==> src/rtl/fft_sdf_sched.sv <==
// fft_sdf_sched
//   Central sequencer for a 32-point, 5-stage radix-2 SDF FFT pipeline.
//   It counts input samples, tracks every frame in flight by its age (cycles
//   since its first sample), and decodes per-stage butterfly selects, twiddle
//   enables/indices and the output framing from that registered state.
//
// Ports
//   clk      in   clock, rising edge
//   rst      in   asynchronous reset, active low
//   valid_i  in   input sample strobe (a frame is 32 consecutive high cycles)
//   sel      out  [4:0] per-stage butterfly (1) / fill (0) select
//   tw_en    out  [3:0] per-stage twiddle multiply enable, stages 0..3
//   tw_idx0..tw_idx3 out [3:0] twiddle exponent k of W32^k, 0 when disabled
//   valid_o  out  FFT output sample valid
//   sop_o    out  first output sample of a frame
//   eop_o    out  last output sample of a frame
//   busy     out  a frame is accepted but not yet fully output
//   err      out  one-cycle pulse after a frame abort
module fft_sdf_sched (
    input  logic       clk,
    input  logic       rst,
    input  logic       valid_i,
    output logic [4:0] sel,
    output logic [3:0] tw_en,
    output logic [3:0] tw_idx0,
    output logic [3:0] tw_idx1,
    output logic [3:0] tw_idx2,
    output logic [3:0] tw_idx3,
    output logic       valid_o,
    output logic       sop_o,
    output logic       eop_o,
    output logic       busy,
    output logic       err
);

    // A frame lives from age 1 to age 68 (one cycle past its last output, so
    // busy covers that cycle). Frames start at least 32 cycles apart, hence at
    // most three can be alive at once.
    localparam int         NSLOT    = 3;
    localparam logic [6:0] AGE_LAST = 7'd68;

    // Cycle offset of each stage's input window from frame start.
    function automatic logic [6:0] win_start(input int s);
        case (s)
            0:       win_start = 7'd0;
            1:       win_start = 7'd17;
            2:       win_start = 7'd26;
            3:       win_start = 7'd31;
            4:       win_start = 7'd34;
            default: win_start = 7'd36;
        endcase
    endfunction

    // (o mod L_t) keeps the low (4 - t) bits of the offset.
    function automatic logic [3:0] tw_mask(input int t);
        case (t)
            0:       tw_mask = 4'hF;
            1:       tw_mask = 4'h7;
            2:       tw_mask = 4'h3;
            default: tw_mask = 4'h1;
        endcase
    endfunction

    logic [4:0]       idx_q, idx_d;
    logic [NSLOT-1:0] act_q, act_d;
    logic [6:0]       age_q [NSLOT];
    logic [6:0]       age_d [NSLOT];
    logic             err_q, err_d;
    logic             abort;
    logic             alloc_done;
    logic [3:0]       twi [4];

    // Sample missing in the middle of a frame.
    assign abort = (idx_q != 5'd0) && !valid_i;

    always_comb begin
        idx_d      = idx_q;
        act_d      = act_q;
        err_d      = 1'b0;
        alloc_done = 1'b0;
        for (int k = 0; k < NSLOT; k++) begin
            age_d[k] = age_q[k];
            if (act_q[k]) begin
                if (age_q[k] == AGE_LAST) begin
                    act_d[k] = 1'b0;
                    age_d[k] = 7'd0;
                end else begin
                    age_d[k] = age_q[k] + 7'd1;
                end
            end
        end
        if (abort) begin
            // Flush everything, including complete frames still draining.
            idx_d = 5'd0;
            act_d = '0;
            err_d = 1'b1;
            for (int k = 0; k < NSLOT; k++) begin
                age_d[k] = 7'd0;
            end
        end else if (valid_i) begin
            idx_d = idx_q + 5'd1;
            if (idx_q == 5'd0) begin
                // Slot freed this cycle may be reused immediately.
                for (int k = 0; k < NSLOT; k++) begin
                    if (!alloc_done && !act_d[k]) begin
                        act_d[k]   = 1'b1;
                        age_d[k]   = 7'd1;
                        alloc_done = 1'b1;
                    end
                end
            end
        end
    end

    always_ff @(posedge clk or negedge rst) begin
        if (!rst) begin
            idx_q <= 5'd0;
            act_q <= '0;
            err_q <= 1'b0;
            for (int k = 0; k < NSLOT; k++) begin
                age_q[k] <= 7'd0;
            end
        end else begin
            idx_q <= idx_d;
            act_q <= act_d;
            err_q <= err_d;
            for (int k = 0; k < NSLOT; k++) begin
                age_q[k] <= age_d[k];
            end
        end
    end

    // Output decode from registered state only.
    always_comb begin
        logic [6:0] lo;
        logic [6:0] off;
        logic [4:0] j;
        logic [3:0] m;
        lo      = 7'd0;
        off     = 7'd0;
        j       = 5'd0;
        m       = 4'd0;
        sel     = '0;
        tw_en   = '0;
        valid_o = 1'b0;
        sop_o   = 1'b0;
        eop_o   = 1'b0;
        for (int t = 0; t < 4; t++) begin
            twi[t] = 4'd0;
        end
        // Stage 0 local index is the input sample index itself.
        sel[0] = idx_q[4];
        // Stage s window also carries the twiddle of stage s-1.
        for (int s = 1; s <= 4; s++) begin
            for (int k = 0; k < NSLOT; k++) begin
                lo  = win_start(s);
                off = age_q[k] - lo;
                if (act_q[k] && (age_q[k] >= lo) && (off <= 7'd31)) begin
                    j            = off[4:0];
                    sel[s]       = j[4-s];
                    tw_en[s-1]   = j[5-s];
                    if (j[5-s]) begin
                        m        = j[3:0] & tw_mask(s - 1);
                        twi[s-1] = m << (s - 1);
                    end
                end
            end
        end
        // Stage 5 window is the pipeline output.
        for (int k = 0; k < NSLOT; k++) begin
            lo  = win_start(5);
            off = age_q[k] - lo;
            if (act_q[k] && (age_q[k] >= lo) && (off <= 7'd31)) begin
                valid_o = 1'b1;
                sop_o   = (off == 7'd0);
                eop_o   = (off == 7'd31);
            end
        end
    end

    assign tw_idx0 = twi[0];
    assign tw_idx1 = twi[1];
    assign tw_idx2 = twi[2];
    assign tw_idx3 = twi[3];
    assign busy    = |act_q;
    assign err     = err_q;

endmodule

==> config.mk <==
export PLATFORM = sky130hd
export DESIGN_NAME = fft_sdf_sched
export DESIGN_NICKNAME = d
export VERILOG_FILES = /design/src/rtl/fft_sdf_sched.sv
export SDC_FILE = /design/constraint.sdc
export NUM_CORES = 1
export LEC_CHECK = 0
export ABC_AREA = 1
export CAP_MARGIN = 20
export CORE_UTILIZATION = 31
export DETAILED_ROUTE_END_ITERATION = 8
export GPL_ROUTABILITY_DRIVEN = 0
export PLACE_DENSITY = 0.46
export SLEW_MARGIN = 20
export SYNTH_ARGS = -nofsm -noshare
export SYNTH_HDL_FRONTEND = slang
export SYNTH_SLANG_ARGS = --single-unit
==> constraint.sdc <==
create_clock -name clk -period 4.3 [get_ports clk]
set_input_delay 0.43 -clock clk [delete_from_list [all_inputs] [get_ports clk]]
set_output_delay 0.43 -clock clk [all_outputs]
set_load 0.02 [all_outputs]
==> reports/results.ini <==
[clock_tree]
cts_hold_repair.buffers=0
cts_resized=0
htreeDepth=2
cts_tree=done
numCtsBuffers=5
cts.clk_slew.worst_paths_ps=50
clock_sinks=30
clockRootBuffer=clkbuf_16
clk-insertion-delay-late_ps=280
clock_path_buffers=2
cts_setup_buffers=0

[setup_path]
crit_start=age_q[7]
ff2ff_path_depth=10
cp.depth=10
worstSetupPathType=reg2out
r2r_end=age_q[5]
cp_cell_sequence=clkinv_1 > ha_1 > inv_1 > nand2_1 > nor3_1 > nand2_1 > nand3_2 > nand3_1 > a21oi_1 > clkdlybuf4s50_1
endpoint=tw_idx0[3]
cp_top_family=buffers and inverters
crit_top_cell=nand2_1
cp_slowest_cell=clkdlybuf4s50_1
cp.required_ps=3870
cp.arrival_ps=3310
max_stage_delay_ps=650
path_max_fanout=11
worst-path-buf-inv=3
timing.rr.start=age_q[15]
reg2reg_slack_ps=1840
start_kind=flop
endpoint_kind=output port

[detailed_routing]
post_drt_via_cell_ratio=5.00
vias=4315
drc=0
drt_iter0_drc=262
dr.pass1.iters=5
final_antenna_net_count=0
wl_per_cell_um=15.0
finalWirelength_mm=13.0

[synth]
yosysSeqAreaShare_pct=18.5
ys.flop_type=dfrtp_1
yosysTopAreaCell=dfrtp_1
yosys.cell_count.top_type=nand2_1
yosys_warnings=0
synth_commonest_cells=nand2_1, nor2_1, inv_1
yosys_register_bits=30
synth_area_sq_um=4070
synthCells=671
synth_top_area_share_pct=18.5
postSynth.asyncResetShare_pct=100
synth.avg_cell_area_sq_um=6.06
yosys-top-cells-area=dfrtp_1, nand2_1, ha_1
synth_edf_count=0
yosysUniqueCellTypes=40

[sta]
skew_ps=11.0
hold-worst-slack_ps=528
slew_violations=0
rsz0062_at_grt=false
relSlewSlack_pct=65.1
worst_slew_pin_slew_ps=523
post-route-period-util_pct=87.0
period_needed_ps=3740
final_hold_viol_count=0
setup-violations-final=0
fmaxAchievable_mhz=267
setup_tns_ps=0

[grt]
busiest_layer=met2
antenna_found_initial=0
grt_pass1_vias=4006
grt_pass1_wl_mm=21.3
grt_usage_pct=20.4
grt_overflow_total=0
grt.met2_usage_pct=32.9
grt_max_degree=31
use_met1_pct=29.0
met3_usage_pct=1.76

[job]
maxCapViolCount=0

[die]
core_area_sq_um=12700
die_area_sq_um=13600
std_cell_rows=41
pin_count=33
start_util_pct=32.0
die_height_um=117
die_x_um=117

[hold_path]
hp-class=reg2reg

[power]
p_leak_uw=0.00231
p_per_area_nw_per_um2=410
max-vdd-ir-drop_uv=178

[status]
outcome=complete, no violations

[layout]
final_cells=863
synthToLayoutAreaGrowth_pct=12.9
antenna_cells=0
drive_gt1_share_pct=3.91
nNetsFinal=736

[placement]
port_buffers=26
post-dp-hpwl_mm=10.3
dp.cells=856

how the worst min path moves through the flow:
| stage | startpoint | to | slack [ps] | cells past startpoint |
|---|---|---|---|---|
| final | idx_q[0] | idx_q[0] | 530 | 1 |
| after global placement | idx_q[1] | idx_q[1] | 520 | 1 |
| after global routing | idx_q[1] | idx_q[1] | 560 | 1 |
| after detailed placement | idx_q[1] | idx_q[1] | 520 | 1 |
| after CTS | idx_q[0] | idx_q[0] | 530 | 1 |
| after floorplan | rst | act_q[0] | 130 | 0 |
registers in the layout, indices dropped and copies added (netlist names):
name / count
err: 1
age_q: 21
act_q: 3
idx_q: 5
final cells by class:
type                            count  area [sq um]
Fill cell                        1457          8130
Timing Repair Buffer               28           275
Clock inverter                      1          30.0
Sequential cell                    30           751
Clock buffer                        6           139
Multi-Input combinational cell    545          2880
Tap cell                          172           215
Inverter                           81           304
metrics by stage:
step	util [%]	power (uW)	instance area, sq um	setup WS, ps
CTS	36.1	1890	4590	565
global placement	34.8	1470	4420	902
finish	36.1	1880	4590	557
global route	36.1	2060	4590	259
floorplan	-	1170	4090	1820
detailed placement	34.8	1460	4420	877
routing by layer:
layer,wire [um],up-vias
li1,-,2196
met3,621,17
met2,5800,120
met1,6290,1982
met5,0,-
met4,250,0
logic make-up (layout without fill, tap and decap cells):
group                      Yosys count  count (layout)  synth area share (%)
xor gates and xnor gates            18              18                  3.87
and+or+nand+nor                    398             398                  41.7
adders and majority gates           42              42                  12.9
other                                1               6                0.0922
AOI/OAI and AO/OA                   81              81                  11.7
DFF                                 30              30                  18.5
buffers and inverters              101             116                  11.3
placed cells by master (no fill, tap or decap), types with 5 or more instances in the layout:
| master | synthesis | final |
|---|---|---|
| nand2_1 | 189 | 189 |
| nor2_1 | 105 | 105 |
| inv_1 | 71 | 71 |
| nand3_1 | 56 | 56 |
| ha_1 | 42 | 42 |
| dfrtp_1 | 30 | 30 |
| o21ai_0 | 28 | 28 |
| a21oi_1 | 27 | 27 |
| clkdlybuf4s50_1 | 0 | 26 |
| nand4_1 | 21 | 21 |
| xor2_1 | 13 | 13 |
| nor3_1 | 11 | 11 |
| a22oi_1 | 7 | 7 |
| inv_2 | 6 | 6 |
| conb_1 | 1 | 6 |
| xnor2_1 | 5 | 5 |
| clkbuf_16 | 0 | 5 |
report_power, final:
part	total, uW	internal [uW]	switching [uW]
Combinational	1020	306	715
Clock	413	286	127
Sequential	449	337	112
Total	1880	928	954
Power figures use the tool's default switching activity.
